===== config.mk =====
export PLATFORM = sky130hd
export DESIGN_NAME = serial_adder_n
export DESIGN_NICKNAME = d
export VERILOG_FILES = /design/src/rtl/serial_adder_n.sv
export SDC_FILE = /design/constraint.sdc
export NUM_CORES = 1
export LEC_CHECK = 0
export ABC_AREA = 1
export BUFFER_PORTS_ARGS = -buffer_cell sky130_fd_sc_hd__buf_2
export CAP_MARGIN = 20
export CORE_MARGIN = 5
export CORE_UTILIZATION = 50
export DETAILED_ROUTE_END_ITERATION = 6
export GPL_TIMING_DRIVEN = 0
export PLACE_DENSITY = 0.86
export RECOVER_POWER = 50
export SYNTH_ARGS = -nofsm -noshare
export SYNTH_HDL_FRONTEND = slang
export SYNTH_SLANG_ARGS = --single-unit

===== constraint.sdc =====
create_clock -name clk -period 3.8 [get_ports clk]
set_clock_uncertainty 0.15 [all_clocks]
set_input_delay 1.14 -clock clk [delete_from_list [all_inputs] [get_ports clk]]
set_output_delay 1.14 -clock clk [all_outputs]
set_load 0.02 [all_outputs]

===== src/rtl/serial_adder_n.sv =====
// Bit-serial adder/subtractor: one full-adder slice and a carry flop consume a WIDTH-bit
// operand pair LSB-first, one bit per clock, then report s/cout/ovf with a done pulse.
module serial_adder_n #(
   parameter int WIDTH  = 8,
   parameter bit SUB_EN = 1'b1
) (
   input  logic             clk,
   input  logic             rst_n,
   input  logic             start,
   input  logic             sub,
   input  logic [WIDTH-1:0] a,
   input  logic [WIDTH-1:0] b,
   input  logic             cin,
   output logic             ready,
   output logic             busy,
   output logic             done,
   output logic [WIDTH-1:0] s,
   output logic             cout,
   output logic             ovf,
   output logic [1:0]       state_dbg
);

   // Handshake: a request is taken on any rising edge where start=1 and ready=1;
   // the result is final when done=1 (one cycle) and holds until the next acceptance.

   localparam int CW = $clog2(WIDTH);

   typedef enum logic [1:0] {
      IDLE = 2'd0,
      RUN  = 2'd1,
      DONE = 2'd2
   } state_t;

   state_t           state;
   state_t           state_nx;
   logic [WIDTH-1:0] a_sh;
   logic [WIDTH-1:0] b_sh;
   logic [WIDTH-1:0] s_q;
   logic [CW-1:0]    cnt;
   logic             carry;
   logic             cout_q;
   logic             ovf_q;

   logic sub_eff;
   logic accept;
   logic last_step;
   logic sum_bit;
   logic carry_nx;

   assign sub_eff   = SUB_EN & sub;
   assign accept    = (state == IDLE) && start;
   assign last_step = (state == RUN) && (cnt == CW'(WIDTH - 1));
   assign sum_bit   = a_sh[0] ^ b_sh[0] ^ carry;
   assign carry_nx  = (a_sh[0] & b_sh[0]) | (a_sh[0] & carry) | (b_sh[0] & carry);

   always_comb begin
      state_nx = state;
      case (state)
         IDLE: if (start) state_nx = RUN;
         RUN:  if (last_step) state_nx = DONE;
         DONE: state_nx = IDLE;
         default: state_nx = IDLE;
      endcase
   end

   always_ff @(posedge clk) begin
      if (!rst_n) state <= IDLE;
      else        state <= state_nx;
   end

   // Subtraction is a + ~b + 1, so the inverted operand and forced carry are set up once here.
   always_ff @(posedge clk) begin
      if (!rst_n) begin
         a_sh   <= '0;
         b_sh   <= '0;
         s_q    <= '0;
         cnt    <= '0;
         carry  <= 1'b0;
         cout_q <= 1'b0;
         ovf_q  <= 1'b0;
      end else if (accept) begin
         a_sh   <= a;
         b_sh   <= sub_eff ? ~b : b;
         carry  <= sub_eff ? 1'b1 : cin;
         s_q    <= '0;
         cnt    <= '0;
         cout_q <= 1'b0;
         ovf_q  <= 1'b0;
      end else if (state == RUN) begin
         s_q   <= {sum_bit, s_q[WIDTH-1:1]};
         a_sh  <= a_sh >> 1;
         b_sh  <= b_sh >> 1;
         carry <= carry_nx;
         cnt   <= cnt + 1'b1;
         if (last_step) begin
            // carry here is the carry into the MSB slice
            cout_q <= carry_nx;
            ovf_q  <= carry ^ carry_nx;
         end
      end
   end

   assign ready     = (state == IDLE);
   assign busy      = (state == RUN);
   assign done      = (state == DONE);
   assign s         = s_q;
   assign cout      = cout_q;
   assign ovf       = ovf_q;
   assign state_dbg = state;

endmodule


Word-level counts from Yosys, hierarchy flattened
Cells that the tools add are included.
- flip-flop bits (word level): 32
- input port bits: 21
- output and inout port bits: 15
- logic and storage cells: 42
- add/subtract/negate cells: 1
- equality and inequality tests: 5
- multiplexer cells: 11
- bitwise gates (word level): 10
- reductions and logical operators: 7
- operators with widths (kind ; count):
    $mux 8 ; 5
    $not 8->8 ; 1
    $mux 2 ; 2
    $pmux 2 s2 ; 1
    $reduce_and 2->1 ; 2
    $add 3x1->3 const B ; 1
    $and 1x1->1 ; 3
    $eq 3x3->1 const B ; 1
    $mux 1 ; 3
    $xor 1x1->1 ; 3
    $eq 2x1->1 const B ; 1
    $eq 2x2->1 const B ; 1
    $logic_and 1x1->1 ; 2
    $logic_not 2->1 ; 1
    $ne 2x1->1 const B ; 1
    $ne 2x2->1 const B ; 1
    $or 1x1->1 ; 2
    $reduce_bool 2->1 ; 1
    $reduce_or 2->1 ; 1
    $not 1->1 ; 1

Logic depth before layout (Yosys ltp)
Gate-level depths: netlist of the first run.
- depth in word-level cells: 5
- depth in mapped cells: 8
- gate-level depth less buffers: 7

Least setup slack after synthesis of the first run
Ideal clock, no wire load.
- path type: register to output
- start: register state[0] (netlist: state_dbg[0])
- end: output port busy
- data arrival time: 1032 ps
- data required time: 2510 ps
- setup slack: 1478 ps
- cell stages (with the launch flop): 5
- buffers on the path: 2
- cells stage by stage: dfxtp_1 buf_6 inv_1 nor2_4 buf_2
- word-level cells in the longest chain between the ends: 1
- RTL lines (element ; line ; RTL):
    from (decl) ; 34 ; state_t state;
    from (signal assigned) ; 68 ; else state <= state_nx;
    $eq 2x1->1 ; 104 ; assign busy = (state == RUN);
    to (decl) ; 15 ; output logic busy,
Every way passes these cells.

Worst setup path after layout of the first run
Same ends and word-level chain as after synthesis.

==> impl_metrics.ini, run 1 <==
[detailed_routing]
wire_per_inst_um = 10.0
ant_nets = 0
drc_errors = 0
drt_iter0_drc = 58
viasPerCell = 4.72
dr.pass1.iters = 4
vias = 1486
postRouteWirelength_mm = 3.16

[cells_and_area]
fillerInstances = 310
layout_commonest_cell = nand2_1
diodes = 0
drive_gt1_share_pct = 18.1
area_growth_pct = 16.9
nNetsFinal = 294
most-common-layout-cells = nand2_1 (112), buf_2 (34), dfxtp_1 (32), a21oi_1 (25), inv_1 (18)

[power]
seq_power_share_pct = 53.7
switchingPower_uw = 186
ir_drop_v = 0.000223
p_clk_share_pct = 29.7
p_int_uw = 486
p_comb_share_pct = 16.5
swShare_pct = 27.7
p_leak_nw = 0.914
p_per_area_nw_per_um2 = 367

[critical_path]
r2r_slack_ns = 2.10
cp_max_fo = 10
r2r_start = state_dbg[0]
reg2regPathDepth = 6
cp-end-kind = primary output
path_class = flop to primary output
crit_chain = buf_6, inv_1, nor2_4, buf_2, buf_2
cp_data_required_time_ns = 2.51
cp-start-kind = flop
cp_common_cell = buf_2
cpPeakStageDelay_ns = 0.35
rr_endpoint = cnt[0]
crit_start = state_dbg[0]
slowest_stage = dfxtp_1
cp.arrival_ns = 1.48

[min_path]
hold_depth = 2
hold_class = flop to flop
worstHoldEndpoint = cout
hp-start = cout

[synth]
syn_avg_cell_area_um2 = 6.84
yosysUniqueCellTypes = 20
yosysSeqAreaShare_pct = 40.9
yosysWarnings = 0
syn_nets = 253
syn_inst = 229
synth.cell_area_um2 = 1570
synth-seq-cells = 32

[place]
place_congestion = 0.797
hpwl_mm = 2.35
io_buffers = 34

[global_route]
grt_pass1_wl_mm = 5.42
grt-ovfl-total = 0
first_global_vias = 1335
grt_usage_pct = 16.2
antenna_found_initial = 0
grt_start_max_net_pins = 11

[die]
pin_count = 36
dieHeight_um = 66.0
fp-row-count = 20
start_util_pct = 51.7
core_area_um2 = 3030
die_w_um = 66.0
dieArea_um2 = 4350

[timing]
tightestPinTransition_ns = 0.490
slew_headroom_pct = 67.3
max_freq_mhz = 361
fin_crit_sh_pct = 72.9
hold_violations = 0
finalSetupViolations = 0
final.setup.tns_ns = 0
rsz0062_at_grt = false
drv_slew = 0
fin_crit_ns = 2.77
whs_ns = 0.310

[clocking]
cts_setup_buffers = 0
cts_tree = built
htreeDepth = 2
clock_path_buffers = 2
numCtsBuffers = 5
cts_resized = 0
cts_sinks = 32
root_buffer = clkbuf_4
worst_skew_pair.late_latency_ns = 0.33
ctsHoldBuffers = 0
clk_pin_slew_worst_paths_ns = 0.09

[run]
maxCapViolations = 0

[run_status]
status = completed
metal layers:
| layer | GRT usage (%) | up-vias | share of wire, % | wire, µm |
|---|---|---|---|---|
| li1 | - | 791 | - | - |
| met1 | 19.6 | 667 | 46 | 1470 |
| met2 | 26.3 | 24 | 47 | 1470 |
| met3 | 4.93 | 4 | 5.9 | 187 |
| met4 | 7.61 | 0 | 1.0 | 32 |
| met5 | 0 | - | 0 | 0 |
synthesized netlist by cell type:
master	instances	area, µm²
a21oi_1	25	125
a31oi_1	1	6.26
buf_2	2	10.0
buf_4	5	37.5
buf_6	2	22.5
clkbuf_1	1	3.75
dfxtp_1	32	641
fa_1	1	20.0
ha_1	2	25.0
inv_1	18	67.6
inv_2	1	3.75
nand2_1	111	417
nand2_2	1	6.26
nand3_1	10	50.1
nand3b_1	6	45.0
nor2_1	4	15.0
nor2_2	1	6.26
nor2_4	2	22.5
o21ai_4	1	16.3
xor2_1	3	26.3
state kept, by name, indices dropped and copies added (netlist names):
register	count
a_sh	8
cnt	3
cout	1
ovf	1
carry	1
s	8
b_sh	8
state_dbg	2
per-stage QoR:
step                std cells  setup slack, ns  cell area (µm²)  utilization, %  power, mW
floorplan                 229             1.48             1570               -      0.451
global placement          307             1.40             1790            59.2      0.481
detailed placement        307             1.39             1790            59.2      0.484
CTS                       315             1.01             1850            61.1      0.682
global route              315            0.916             1830            60.5      0.715
finish                    315             1.03             1830            60.5      0.672
worst max-delay path: cells and delay by family, from the launching register on:
family,cells,cell delay (ns)
AND/OR/NAND/NOR,1,0.14
flip-flops,1,0.35
buffers and inverters,4,0.66
logic make-up after synthesis:
logic type	count (synthesis)	synth area share [%]
AND/OR/NAND/NOR	135	35.9
flip-flops	32	40.9
buffers and inverters	29	9.26
AO/OA/AOI/OAI	27	9.43
XOR/XNOR	3	1.68
adder cells (fa/ha/maj)	3	2.88
power by group through the flow:
| stage | Sequential, mW | Combinational, mW | Clock, mW |
|---|---|---|---|
| after detailed placement | 0.369 | 0.115 | 0 |
| after floorplan | 0.369 | 0.0819 | 0 |
| after global routing | 0.364 | 0.127 | 0.224 |
| final | 0.361 | 0.111 | 0.200 |
| after global placement | 0.368 | 0.112 | 0 |
| after CTS | 0.361 | 0.115 | 0.205 |
area by class of cell:
class                           instances  area (µm²)  share of cell area, %
Buffer                                 10        58.8                   3.21
Tap cell                               44        55.1                   3.01
Clock buffer                            8        58.8                   3.21
Sequential cell                        32         641                   35.0
Inverter                               19        71.3                   3.90
Multi-Input combinational cell        168         778                   42.5
Timing Repair Buffer                   34         168                   9.16
worst max path at each step:
| stage | end | slack [ns] | cells after the start |
|---|---|---|---|
| 3_5_place_dp | busy | 1.39 | 5 |
| 4_1_cts | busy | 1.01 | 5 |
| 6_report | busy | 1.03 | 5 |
| 5_1_grt | busy | 0.92 | 5 |
| 2_1_floorplan | busy | 1.48 | 4 |
| 3_3_place_gp | busy | 1.40 | 5 |
No activity file was read; power rests on OpenSTA's default activity.
==> inputs of run 2 (changes only) <==
- CORE_UTILIZATION: 50 -> 47
- PLACE_DENSITY: 0.86 -> 0.85
- clock period: 3.8 -> 2.4 ns (I/O delays scaled with it)
==> run 2 against run 1 <==
Total power up 59%. Clock power up 61%. Worst setup slack worse by 0.91 ns. Combinational power up 59%. Final cell count up 0.63%. Routed wire length up 3.9%. First-iteration DRC count up 60%. Global-route usage down 0.19 points. Count of clock-buffer cells in the layout down 1. Flip-flop and latch count unchanged. Critical path depth unchanged. Highest routed layer unchanged.
==> impl_metrics.ini, run 2 (synthesis results as in run 1) <==
[run_status]
status = completed

[clocking]
cts_sinks = 32
cts_tree = built
numCtsBuffers = 5
clk_pin_slew_worst_paths_ns = 0.10
htreeDepth = 2
root_buffer = clkbuf_4
cts_setup_buffers = 0
worst_skew_pair.late_latency_ns = 0.33
clock_path_buffers = 2

[die]
core_area_um2 = 3280
fp-row-count = 21
dieHeight_um = 67.7
die_w_um = 67.7
dieArea_um2 = 4590
pin_count = 36
start_util_pct = 47.7

[timing]
tightestPinTransition_ns = 0.503
slew_headroom_pct = 66.3
max_freq_mhz = 438
final.setup.tns_ns = 0
hold_violations = 0
fin_crit_ns = 2.28
fin_crit_sh_pct = 95.1
whs_ns = 0.316
drv_slew = 0
rsz0062_at_grt = false
finalSetupViolations = 0

[cells_and_area]
diodes = 0
drive_gt1_share_pct = 17.7
nNetsFinal = 294
area_growth_pct = 17.1
layout_commonest_cell = nand2_1
finalInstanceArea_um2 = 1830
most-common-layout-cells = nand2_1 (112), buf_2 (34), dfxtp_1 (32), a21oi_1 (25), inv_1 (19)

[critical_path]
cp-start-kind = flop
reg2regPathDepth = 5
slowest_stage = dfxtp_1
path_class = flop to primary output
r2r_start = state_dbg[1]
critPathCapture = busy
cp_data_required_time_ns = 1.53
r2r_slack_ns = 0.68
cp_max_fo = 10
rr_endpoint = s[1]
cp.arrival_ns = 1.41
cp-end-kind = primary output
crit_chain = buf_6, inv_1, nor2_4, buf_4, buf_2
cpPeakStageDelay_ns = 0.35
crit_start = state_dbg[0]

[power]
p_leak_nw = 0.912
switchingPower_uw = 304
p_per_area_nw_per_um2 = 585
p_clk_share_pct = 30.1
ir_drop_v = 0.000242
p_int_uw = 768
p_total_mw = 1.07
seq_power_share_pct = 53.3
p_comb_share_pct = 16.5
swShare_pct = 28.4

[detailed_routing]
viasPerCell = 4.74
postRouteWirelength_mm = 3.29
drt_iter0_drc = 93
ant_nets = 0
vias = 1501
dr.pass1.iters = 4
drc_errors = 0
wire_per_inst_um = 10.4

[global_route]
grt_usage_pct = 16.1
grt_start_max_net_pins = 11
antenna_found_initial = 0
grt-ovfl-total = 0
first_global_vias = 1275
grt_pass1_wl_mm = 5.52

[place]
dpl_cell_area_um2 = 1790
place_congestion = 0.801
hpwl_mm = 2.49
io_buffers = 34

[min_path]
hp-start = a_sh[6]
hold_class = flop to flop

[run]
maxCapViolations = 0
run 2: cell types whose count changed in the layout (fill, tap and decap cells not counted), sizes merged:
| cell | delta |
|---|---|
| clkinvlp | +1 |
| clkbuf | -1 |
run 2: worst max-delay path: cells and delay by family, from the launching register on:
kind | cells | cell delay [ns]
buf+inv | 4 | 0.59
flops | 1 | 0.35
simple gates | 1 | 0.13
run 2: stage by stage:
| stage | util, % | setup slack, ns | instances |
|---|---|---|---|
| after CTS | 56.5 | 0.0298 | 317 |
| after detailed placement | 54.6 | 0.423 | 309 |
| after global placement | 54.6 | 0.422 | 309 |
| after floorplan | - | 0.498 | 229 |
| after global routing | 55.8 | 0.00601 | 317 |
| final | 55.8 | 0.118 | 317 |
run 2: worst min path at each step:
stage               to  slack [ns]  cells past startpoint
6_report       a_sh[6]        0.32                      2
3_5_place_dp   a_sh[6]        0.30                      2
2_1_floorplan  a_sh[4]        0.29                      2
3_3_place_gp      cout        0.30                      2
4_1_cts        a_sh[6]        0.32                      2
5_1_grt        a_sh[5]        0.33                      2
run 2: layout make-up:
cell class / count / area, µm²
fill: 319 / 1450
multi-input combinational: 168 / 776
sequential: 32 / 641
timing repair buffer: 34 / 169
inverter: 19 / 71.3
buffer: 10 / 57.6
tap: 46 / 57.6
clock buffer: 7 / 55.1
clock inverter: 1 / 7.51
run 2: what timing repair did:
item	CTS	global route
endpoints found under the setup margin	0	1
gates resized for setup	0	2
endpoints found under the hold margin	0	0
hold buffers	0	0
run 2: layer usage:
layer	track usage, %	routed length, µm	part of all wire (%)	vias up
met2	26.0	1540	47	32
met3	3.99	144	4.4	9
met5	0	0	0	-
met4	6.08	77	2.3	0
li1	-	-	-	795
met1	20.4	1520	46	665
run 2: power by group through the flow:
| stage | clock network (mW) | logic, mW | registers, mW |
|---|---|---|---|
| finish | 0.323 | 0.177 | 0.572 |
| global route | 0.362 | 0.201 | 0.576 |
| CTS | 0.335 | 0.185 | 0.572 |
| detailed placement | 0 | 0.184 | 0.584 |
| global placement | 0 | 0.181 | 0.583 |
| floorplan | 0 | 0.130 | 0.584 |
==> inputs of run 3 (changes only) <==
- CORE_UTILIZATION: 47 -> 50
- CTS_BUF_LIST: default -> sky130_fd_sc_hd__clkbuf_4 sky130_fd_sc_hd__clkbuf_8
- PLACE_DENSITY: 0.85 -> 0.79
==> run 3 against run 2 <==
Clock power grew 6%. Combinational power is essentially flat. Largest cell class unchanged. Utilization grew 4.7 points. Register-to-register slack gained 0.02 ns. Critical endpoint unchanged. Largest power group unchanged.
==> impl_metrics.ini, run 3 (synthesis results as in run 1) <==
[run_status]
status = completed

[clocking]
cts_resized = 0
cts_sinks = 32
clock_path_buffers = 2
worst_skew_pair.late_latency_ns = 0.33
cts_setup_buffers = 0
htreeDepth = 2
cts_tree = built
ctsHoldBuffers = 0
clk_pin_slew_worst_paths_ns = 0.09
numCtsBuffers = 5
root_buffer = clkbuf_4

[die]
start_util_pct = 51.7
core_area_um2 = 3030
dieArea_um2 = 4350
dieHeight_um = 66.0
pin_count = 36
die_w_um = 66.0
fp-row-count = 20

[power]
p_leak_nw = 0.916
swShare_pct = 27.3
p_per_area_nw_per_um2 = 593
seq_power_share_pct = 52.5
p_clk_share_pct = 31.4
ir_drop_v = 0.000380
p_comb_share_pct = 16.1
p_total_mw = 1.09
p_int_uw = 791
switchingPower_uw = 297

[cells_and_area]
regArea_um2 = 641
diodes = 0
layout_commonest_cell = nand2_1
multi_input_area_um2 = 778
drive_gt1_share_pct = 18.1
fillerInstances = 308
finalInstanceArea_um2 = 1830
area_growth_pct = 17.1
nNetsFinal = 294
most-common-layout-cells = nand2_1 (112), buf_2 (34), dfxtp_1 (32), a21oi_1 (25), inv_1 (19)

[timing]
tightestPinTransition_ns = 0.491
slew_headroom_pct = 67.3
final.setup.tns_ns = 0
fin_crit_sh_pct = 96.1
max_freq_mhz = 433
fin_crit_ns = 2.31
finalSetupViolations = 0
hold_violations = 0
rsz0062_at_grt = false
drv_slew = 0

[critical_path]
cp-end-kind = primary output
path_class = flop to primary output
cp_data_required_time_ns = 1.53
r2r_slack_ns = 0.70
reg2regPathDepth = 6
crit_start = state_dbg[0]
rr_endpoint = cnt[0]
cp-start-kind = flop
cp_max_fo = 10
cp.arrival_ns = 1.44
r2r_start = state_dbg[0]
critPathCapture = busy

[detailed_routing]
viasPerCell = 4.66
drt_iter0_drc = 64
dr.pass1.iters = 4
drc_errors = 0
ant_nets = 0
postRouteWirelength_mm = 3.21
vias = 1469
wire_per_inst_um = 10.2

[global_route]
antenna_found_initial = 0
grt_pass1_wl_mm = 5.55
grt-ovfl-total = 0
grt_usage_pct = 16.9
grt_start_max_net_pins = 11
first_global_vias = 1286

[place]
dpl_cell_area_um2 = 1790
io_buffers = 34
place_congestion = 0.782
hpwl_mm = 2.38

[min_path]
hold_depth = 2
hp-start = ovf
hold_class = flop to flop

[run]
maxCapViolations = 0
run 3: per-layer routing:
layer,vias to the layer above,wire length (µm),global-route usage [%]
met4,0,57,7.61
met3,6,238,5.95
met5,-,0,0
li1,789,-,-
met1,638,1420,20.8
met2,36,1490,26.3
run 3: power groups by stage:
| stage | combinational [mW] | sequential, mW | clock, mW |
|---|---|---|---|
| after floorplan | 0.130 | 0.584 | 0 |
| after global placement | 0.180 | 0.583 | 0 |
| after detailed placement | 0.182 | 0.584 | 0 |
| after CTS | 0.183 | 0.572 | 0.355 |
| after global routing | 0.203 | 0.575 | 0.378 |
| final | 0.175 | 0.572 | 0.342 |
run 3: layout make-up:
| cell class | instances | area share [%] |
|---|---|---|
| clock buffers | 8 | 3.62 |
| inverters | 19 | 3.89 |
| well taps | 44 | 3.00 |
| multi-input cells | 168 | 42.4 |
| repair buffers | 34 | 9.21 |
| plain buffers | 10 | 2.93 |
| flip-flops and latches | 32 | 34.9 |
run 3: worst max-delay path, stage by stage (launching register included):
cell     delay (ns)
dfxtp_1        0.35
buf_6          0.16
inv_1          0.09
nor2_4         0.14
buf_4          0.19
buf_2          0.18
run 3: how the worst min path moves through the flow:
stage | endpoint | slack (ns)
3_3_place_gp | s[0] | 0.30
4_1_cts | s[0] | 0.32
2_1_floorplan | a_sh[4] | 0.29
5_1_grt | a_sh[4] | 0.34
6_report | ovf | 0.32
3_5_place_dp | s[0] | 0.30
run 3: metrics by stage:
stage	worst slack [ns]	hold WS (ns)	util, %	instances
floorplan	0.498	0.294	-	229
global placement	0.415	0.299	59.2	307
detailed placement	0.399	0.304	59.2	307
CTS	0.0130	0.318	61.4	315
global route	0.00678	0.342	60.6	315
finish	0.0927	0.316	60.6	315
